[src/rtl/mem_wb_stage_pkg.sv]
// Shared types for the MEM/WB boundary: decoded instruction fields,
// load/store funct3 encodings and the writeback FSM state.
package mem_wb_stage_pkg;

  localparam logic [2:0] F3LS_B  = 3'b000;
  localparam logic [2:0] F3LS_H  = 3'b001;
  localparam logic [2:0] F3LS_W  = 3'b010;
  localparam logic [2:0] F3LS_D  = 3'b011;
  localparam logic [2:0] F3LS_BU = 3'b100;
  localparam logic [2:0] F3LS_HU = 3'b101;
  localparam logic [2:0] F3LS_WU = 3'b110;

  typedef struct packed {
    logic [2:0] funct3;
    logic       is_load;
    logic       is_store;
    logic       en_rd;
    logic [4:0] rd;
  } decoded_inst_t;

  typedef enum logic [1:0] {
    IDLE,
    WAIT_LOAD,
    WAIT_STORE
  } mem_wb_state_t;

endpackage

[src/rtl/mem_wb_stage_perf.sv]
// Retirement / stall performance counters and a sticky memory-hang detector.
module wb_perf_counters #(
  parameter int unsigned CNT_WIDTH = 32,
  parameter int unsigned TIMEOUT   = 1024
) (
  input  logic                 clk,
  input  logic                 reset,
  input  logic                 capture,
  input  logic                 stall,
  input  logic                 waiting,
  output logic [CNT_WIDTH-1:0] retired_count,
  output logic [CNT_WIDTH-1:0] stall_cycles,
  output logic                 mem_timeout
);

  localparam int unsigned WAIT_W = $clog2(TIMEOUT + 1);

  logic [WAIT_W-1:0] wait_cnt;

  always_ff @(posedge clk or negedge reset) begin
    if (!reset) begin
      retired_count <= '0;
      stall_cycles  <= '0;
      wait_cnt      <= '0;
      mem_timeout   <= 1'b0;
    end else begin
      if (capture) retired_count <= retired_count + CNT_WIDTH'(1);
      if (stall)   stall_cycles  <= stall_cycles + CNT_WIDTH'(1);
      if (!waiting)
        wait_cnt <= '0;
      else if (wait_cnt != WAIT_W'(TIMEOUT))
        wait_cnt <= wait_cnt + WAIT_W'(1);
      // Flag on the same edge the counter reaches TIMEOUT.
      if (waiting && (wait_cnt >= WAIT_W'(TIMEOUT - 1)))
        mem_timeout <= 1'b1;
    end
  end

endmodule

[src/rtl/mem_wb_stage.sv]
// Writeback stage: waits for Dcache completion of loads/stores, stalls the
// pipeline meanwhile, and registers each completed instruction into MEM/WB.
module mem_wb_stage
  import mem_wb_stage_pkg::*;
#(
  parameter int unsigned XLEN      = 64,
  parameter int unsigned CNT_WIDTH = 32,
  parameter int unsigned TIMEOUT   = 1024
) (
  input  logic                 clk,
  input  logic                 reset,
  input  decoded_inst_t        inst,
  input  logic [XLEN-1:0]      ex_data,
  input  logic [XLEN-1:0]      mem_ex_rdata,
  input  logic                 is_bubble,
  input  logic                 dcache_en,
  input  logic                 dcache_valid,
  input  logic                 write_done,
  output logic                 mem_stall,
  output logic                 wb_en,
  output logic [4:0]           wb_rd,
  output logic [XLEN-1:0]      wb_data,
  output logic                 wb_retire,
  output logic [CNT_WIDTH-1:0] retired_count,
  output logic [CNT_WIDTH-1:0] stall_cycles,
  output logic                 mem_timeout
);

  mem_wb_state_t state, state_next;
  logic          mem_done;
  logic          capture;

  assign mem_done = inst.is_load ? dcache_valid : write_done;

  always_ff @(posedge clk or negedge reset) begin
    if (!reset) state <= IDLE;
    else        state <= state_next;
  end

  always_comb begin
    state_next = state;
    capture    = 1'b0;
    case (state)
      IDLE: begin
        if (dcache_en) begin
          if (mem_done) capture = 1'b1;
          else          state_next = inst.is_load ? WAIT_LOAD : WAIT_STORE;
        end else if (!is_bubble) begin
          capture = 1'b1;
        end
      end
      WAIT_LOAD, WAIT_STORE: begin
        if (!dcache_en) begin
          state_next = IDLE;
        end else if (mem_done) begin
          capture    = 1'b1;
          state_next = IDLE;
        end
      end
      default: state_next = IDLE;
    endcase
  end

  always_comb begin
    mem_stall = reset && dcache_en && !mem_done;
  end

  always_ff @(posedge clk or negedge reset) begin
    if (!reset) begin
      wb_en     <= 1'b0;
      wb_rd     <= '0;
      wb_data   <= '0;
      wb_retire <= 1'b0;
    end else begin
      wb_en     <= 1'b0;
      wb_retire <= 1'b0;
      if (capture) begin
        wb_rd     <= inst.rd;
        wb_data   <= inst.is_load ? mem_ex_rdata : ex_data;
        wb_en     <= inst.en_rd && (inst.rd != '0) && !inst.is_store;
        wb_retire <= 1'b1;
      end
    end
  end

  wb_perf_counters #(
    .CNT_WIDTH (CNT_WIDTH),
    .TIMEOUT   (TIMEOUT)
  ) u_perf (
    .clk           (clk),
    .reset         (reset),
    .capture       (capture),
    .stall         (mem_stall),
    .waiting       (state != IDLE),
    .retired_count (retired_count),
    .stall_cycles  (stall_cycles),
    .mem_timeout   (mem_timeout)
  );

endmodule

[config.mk]
export PLATFORM = sky130hd
export DESIGN_NAME = mem_wb_stage
export DESIGN_NICKNAME = d
export VERILOG_FILES = /design/src/rtl/mem_wb_stage_pkg.sv /design/src/rtl/mem_wb_stage_perf.sv /design/src/rtl/mem_wb_stage.sv
export SDC_FILE = /design/constraint.sdc
export NUM_CORES = 1
export LEC_CHECK = 0
export CELL_PAD_IN_SITES_DETAIL_PLACEMENT = 1
export CELL_PAD_IN_SITES_GLOBAL_PLACEMENT = 1
export CORE_MARGIN = 2
export CORE_UTILIZATION = 36
export CTS_CLUSTER_SIZE = 25
export DETAILED_ROUTE_END_ITERATION = 12
export HOLD_SLACK_MARGIN = 0.08
export PLACE_DENSITY = 0.84
export SETUP_SLACK_MARGIN = 0.5
export SLEW_MARGIN = 5
export SYNTH_ARGS = -nofsm -noshare
export SYNTH_HDL_FRONTEND = slang
export SYNTH_SLANG_ARGS = --single-unit
[constraint.sdc]
create_clock -name clk -period 4.7 [get_ports clk]
set_input_delay 0.705 -clock clk [delete_from_list [all_inputs] [get_ports clk]]
set_output_delay 0.705 -clock clk [all_outputs]
set_load 0.01 [all_outputs]
==> impl_metrics.py, run 1 <==
metrics = {
    "run_status": {
        "run_status": "completed",
    },
    "logic_synthesis": {
        "synth_edf_count": 0,
        "synthArstFlopShare": 1.00,
        "yosys.area_share.simple": 0.149,
        "yosysWarningCount": 0,
        "syn_inst": 675,
        "synth_nets": 826,
        "yosysSeqAreaShare": 0.514,
        "synth_fa_ha_area_frac": 0.0104,
        "syn-cell-area_um2": 7250,
        "synth_top_family_by_area": "simple AND/OR/NAND/NOR gates",
        "yosys-mux-area-fraction": 0.106,
        "synth_xor_xnor_area_share": 0.0833,
        "ys_seq_elements": 149,
        "ys_types": 50,
        "synth_compound_area_frac": 0.104,
        "yosys_most_used_dff": "dfrtp_1",
        "avgSynthCellArea_um2": 10.7,
    },
    "finish": {
        "final_area_um2": 10900,
        "layout_commonest_cell": "clkdlybuf4s50_1",
        "fin_nets": 1092,
        "n_antenna_cell": 0,
        "final_layout_size_suffix_gt1_frac": 0.0597,
        "layout_common_cells": "276 x clkdlybuf4s50_1, 149 x dfrtp_1, 123 x o21ai_0",
        "area_delta_synth_final_pct": 50.5,
        "num-fill-cells": 2119,
    },
    "clocking": {
        "cts-root-buf": "clkbuf_16",
        "cts_tree": "yes",
        "ctsHoldBuffers": 0,
        "cts_resized": 0,
        "post-cts-setup-buffers": 0,
        "htreeDepth": 4,
        "clk_latency_ns": 0.43,
        "clkSinkCount": 149,
        "numCtsBuffers": 17,
        "clockBufferDepth": 2,
        "clk_pin_slew_ns": 0.06,
    },
    "floorplanning": {
        "coreArea_um2": 19600,
        "dieArea_um2": 21300,
        "die_h_um": 146,
        "die_w_um": 146,
        "rows": 51,
        "start_util": 0.370,
        "ios": 282,
    },
    "setup_path": {
        "worstRegToRegCells": 7,
        "arrival_ns": 3.65,
        "critPathKind": "input pin to register",
        "end_kind": "register",
        "r2r_start": "state[0]",
        "r2r-end": "wb_data[44]",
        "required_ns": 5.03,
        "worstSetupStartpointType": "input pin",
        "critPathMaxFanout": 31,
        "ff2ff_setup_slack_ns": 1.53,
    },
    "sta": {
        "hold_viol": 0,
        "final.period_utilization": 0.706,
        "fin_skew_ns": 0.0108,
        "worstMarginPinSlew_ns": 1.06,
        "holdWs_ns": 0.181,
        "grt_setup_unrepaired": "no",
        "fin_crit_ns": 3.32,
        "fmax_mhz": 301,
        "slew-limit-headroom": 0.296,
        "finalSetupTns_ns": 0,
        "setup_slack_ns": 1.38,
        "setup_viol": 0,
        "final_max_slew_viol_count": 0,
    },
    "place": {
        "dpl-instance-area_um2": 10300,
        "io_buffers": 278,
        "dp_hpwl_mm": 18.3,
        "gp_congestion": 0.775,
        "dpl_worst_slack_ns": 0.952,
    },
    "global_routing": {
        "antenna_found_initial": 0,
        "grt_max_degree": 77,
        "grt_pass1_vias": 6968,
        "grt.overflow.total": 0,
        "grt_use_total": 0.239,
        "grt_pass1_wl_mm": 39.8,
    },
    "power": {
        "vdd_ir_drop_max_v": 0.000292,
        "p_leak_nw": 4.68,
        "p_total_mw": 5.70,
        "power_density_nw_per_um2": 522,
    },
    "drt": {
        "wl_per_cell_um": 20.5,
        "vias": 6456,
        "drc_errors": 0,
        "antenna_left": 0,
        "drt_iter0_drc": 252,
        "totalWireLength_mm": 25.0,
        "routed_via_density": 5.30,
        "first_pass_iters": 5,
    },
    "run": {
        "drv_cap": 0,
    },
    "worst_hold_path": {
        "hp-class": "input pin to asynchronous set/reset pin",
    },
}
critical path: stages:
cell and delay, ns:
clkdlybuf4s50_1 0.63, nand2_1 0.17, o2bb2ai_1 0.86, nand2_2 0.64, buf_4 0.39, o21ai_0 0.22
cell families (layout without fill, tap and decap cells):
kind of cell               count (synthesis)  in the layout
DFF                                      149            149
muxes                                     74             74
AOI/OAI and AO/OA                        145            145
xor gates and xnor gates                  69             69
and+or+nand+nor                          180            180
adders and majority gates                  6              6
buffers and inverters                     52            331
flip-flops by register name (all words and copies together), names as in the netlist:
signal                count
u_perf.retired_count     32
state                     2
u_perf.stall_cycles      32
wb_en                     1
wb_data                  64
wb_retire                 1
wb_rd                     5
u_perf.wait_cnt          11
u_perf.mem_timeout        1
synth_stat cells (6+ instances only):
master / number / area share
nand3_1: 19 / 0.013
nor2_1: 14 / 0.0072
nor4_1: 19 / 0.016
nand2_1: 22 / 0.011
inv_1: 12 / 0.0062
and4_1: 8 / 0.0097
and3_1: 18 / 0.016
xor2_1: 37 / 0.045
o21ai_0: 123 / 0.085
mux2i_1: 65 / 0.090
buf_2: 11 / 0.0076
clkbuf_1: 17 / 0.0088
dfrtp_1: 149 / 0.51
o21ai_1: 9 / 0.0062
ha_1: 6 / 0.010
nor3_1: 14 / 0.0097
nand4_1: 39 / 0.034
xnor2_1: 32 / 0.039
worst max-delay path by stage:
stage | from | end | slack, ns | cells past startpoint
global placement | dcache_en | wb_data[8] | 1.04 | 6
finish | dcache_en | wb_data[44] | 1.38 | 6
floorplan | inst[7] | mem_stall | 2.60 | 4
CTS | dcache_en | wb_data[22] | 1.41 | 6
global route | dcache_en | wb_data[44] | 1.11 | 6
detailed placement | dcache_en | wb_data[32] | 0.95 | 6
cell type report:
cell class,instances,area [um^2],area share
clock inverters,13,219,0.0201
inverters,13,48.8,0.00447
well taps,265,332,0.0304
flip-flops and latches,149,3730,0.342
multi-input cells,474,3300,0.303
repair buffers,286,2840,0.260
clock buffers,19,443,0.0406
routing by layer:
| metal | vias up | track usage | wire, um |
|---|---|---|---|
| li1 | 2978 | - | - |
| met2 | 238 | 0.433 | 13400 |
| met4 | 0 | 0.0706 | 508 |
| met1 | 3205 | 0.282 | 9710 |
| met5 | - | 0 | 0 |
| met3 | 35 | 0.0539 | 1430 |
stage by stage:
stage	instances	util
2_1_floorplan	675	-
6_report	1219	0.557
4_1_cts	1219	0.557
3_5_place_dp	1187	0.523
5_1_grt	1219	0.557
3_3_place_gp	1187	0.523
power breakdown:
group          total [mW]  leakage [nW]  internal [mW]  switching [mW]
logic                2.23          2.45           1.04            1.19
clock network        1.53         0.312          0.965           0.565
registers            1.93          1.92           1.66           0.269
total                5.70          4.68           3.67            2.03
(Power assumes the default switching activity.)
==> run 2: changes to the inputs <==
--- a/config.mk
+++ b/config.mk
@@ -8,11 +8,11 @@
 export CELL_PAD_IN_SITES_DETAIL_PLACEMENT = 1
 export CELL_PAD_IN_SITES_GLOBAL_PLACEMENT = 1
 export CORE_MARGIN = 2
-export CORE_UTILIZATION = 36
+export CORE_UTILIZATION = 30
 export CTS_CLUSTER_SIZE = 25
 export DETAILED_ROUTE_END_ITERATION = 12
 export HOLD_SLACK_MARGIN = 0.08
-export PLACE_DENSITY = 0.84
+export PLACE_DENSITY = 0.74
 export SETUP_SLACK_MARGIN = 0.5
 export SLEW_MARGIN = 5
 export SYNTH_ARGS = -nofsm -noshare
==> constraint.sdc (replaced) <==
create_clock -name clk -period 2.9 [get_ports clk]
set_input_delay 0.435 -clock clk [delete_from_list [all_inputs] [get_ports clk]]
set_output_delay 0.435 -clock clk [all_outputs]
set_load 0.01 [all_outputs]
==> run 2 against run 1 <==
First-iteration DRC count down 8.7%. Setup slack worse by 0.80 ns. Via count down 1.2%. Largest cell class unchanged. Largest power group unchanged.
==> impl_metrics.py, run 2 (synthesis gave the netlist of run 1 again) <==
metrics = {
    "floorplanning": {
        "dieArea_um2": 25400,
        "rows": 56,
        "die_w_um": 159,
        "ios": 282,
        "start_util": 0.307,
        "die_h_um": 159,
        "coreArea_um2": 23600,
    },
    "clocking": {
        "clkSinkCount": 149,
        "cts_tree": "yes",
        "cts-root-buf": "clkbuf_16",
        "clockBufferDepth": 2,
        "htreeDepth": 4,
        "numCtsBuffers": 17,
        "clk_latency_ns": 0.43,
        "clk_pin_slew_ns": 0.07,
    },
    "power": {
        "vdd_ir_drop_max_v": 0.000603,
        "p_leak_nw": 4.72,
        "power_density_nw_per_um2": 827,
    },
    "sta": {
        "holdWs_ns": 0.125,
        "final_max_slew_viol_count": 0,
        "final.period_utilization": 0.798,
        "slew-limit-headroom": 0.544,
        "setup_viol": 0,
        "fmax_mhz": 432,
        "finalSetupTns_ns": 0,
        "hold_viol": 0,
        "fin_crit_ns": 2.31,
        "worstMarginPinSlew_ns": 0.679,
        "grt_setup_unrepaired": "no",
        "fin_skew_ns": 0.0134,
    },
    "global_routing": {
        "grt_pass1_vias": 6769,
        "grt_pass1_wl_mm": 38.4,
        "grt.overflow.total": 0,
        "antenna_found_initial": 0,
        "grt_use_total": 0.192,
        "grt_max_degree": 117,
    },
    "finish": {
        "stdcell_count": 1281,
        "n_antenna_cell": 0,
        "seqCellArea_um2": 3730,
        "largestRegisters": "wb_data: 64 flops, u_perf.retired_count: 32 flops, u_perf.stall_cycles: 32 flops",
        "multi_input_area_um2": 3310,
        "layout_commonest_cell": "clkdlybuf4s50_1",
        "num-fill-cells": 2601,
        "final_area_um2": 11100,
        "regMostFlops": "wb_data",
        "final_layout_size_suffix_gt1_frac": 0.0686,
        "area_delta_synth_final_pct": 52.5,
        "post-route-util": 0.468,
        "layout_common_cells": "275 x clkdlybuf4s50_1, 149 x dfrtp_1, 123 x o21ai_0",
        "fin_nets": 1101,
        "largest_register_ffs": 64,
    },
    "place": {
        "dp_hpwl_mm": 17.6,
        "dpl-instance-area_um2": 10400,
        "io_buffers": 278,
        "gp_congestion": 0.747,
        "dp_cells": 1248,
    },
    "drt": {
        "totalWireLength_mm": 24.0,
        "wl_per_cell_um": 18.8,
        "first_pass_iters": 4,
        "vias": 6378,
        "drt_iter0_drc": 230,
        "routed_via_density": 4.98,
        "drc_errors": 0,
        "antenna_left": 0,
    },
    "setup_path": {
        "worstSetupStartpointType": "input pin",
        "required_ns": 2.47,
        "arrival_ns": 1.88,
        "end_kind": "output pin",
        "critPathMaxFanout": 4,
        "critPathKind": "input pin to output pin",
    },
    "worst_hold_path": {
        "hp-class": "input pin to asynchronous set/reset pin",
    },
    "run_status": {
        "run_status": "completed",
    },
    "run": {
        "drv_cap": 0,
    },
}
==> run 2: through the flow <==
stage                     power (mW)  setup WS, ns
after floorplan                 4.70          1.11
after global placement          6.80         0.351
after detailed placement        6.92         0.297
after CTS                       9.30         0.515
after global routing            9.75         0.519
final                           9.15         0.586
==> run 2: final cells by class <==
type	count	area share
inverters	13	0.00441
clock inverters	13	0.0157
repair buffers	295	0.268
multi-input cells	474	0.299
flip-flops and latches	149	0.337
well taps	319	0.0361
clock buffers	18	0.0397
==> run 2: worst max-delay path: stages <==
cell	delay (ns)
clkdlybuf4s50_1	0.46
mux2i_4	0.21
nand3_2	0.15
inv_1	0.09
clkdlybuf4s50_1	0.53
==> run 2: per-layer routing <==
layer  global-route usage  share of wire
met5                    0              0
met3               0.0552          0.063
met1                0.235           0.42
met4               0.0533          0.016
met2                0.329           0.50
==> run 2: final timing paths <==
check | startpoint | to | slack (ns) | cells after the start
worst max register to register | state[0] | u_perf.retired_count[1] | 0.81 | 7
min in group clk | reset | u_perf.stall_cycles[2] | 0.33 | 3
worst min register to register | u_perf.stall_cycles[31] | u_perf.stall_cycles[31] | 0.47 | 1
worst min-delay path | reset | wb_data[9] | 0.12 | 2
max in group asynchronous | reset | u_perf.retired_count[5] | 2.06 | 3
worst max-delay path | dcache_valid | mem_stall | 0.59 | 5
==> run 2: where the power goes <==
part / switching (mW) / internal, mW
Combinational: 1.94 / 1.79
Clock: 0.944 / 1.39
Sequential: 0.398 / 2.69
Total: 3.28 / 5.87
==> run 2: timing repair <==
| item | CTS | global route |
|---|---|---|
| buffers inserted | 0 | 0 |
| endpoints found under the setup margin | 1 | 1 |
| cloned | 0 | 0 |
| resized for setup | 1 | 1 |
| endpoints found under the hold margin | 33 | 0 |
| hold buffers | 2 | 0 |
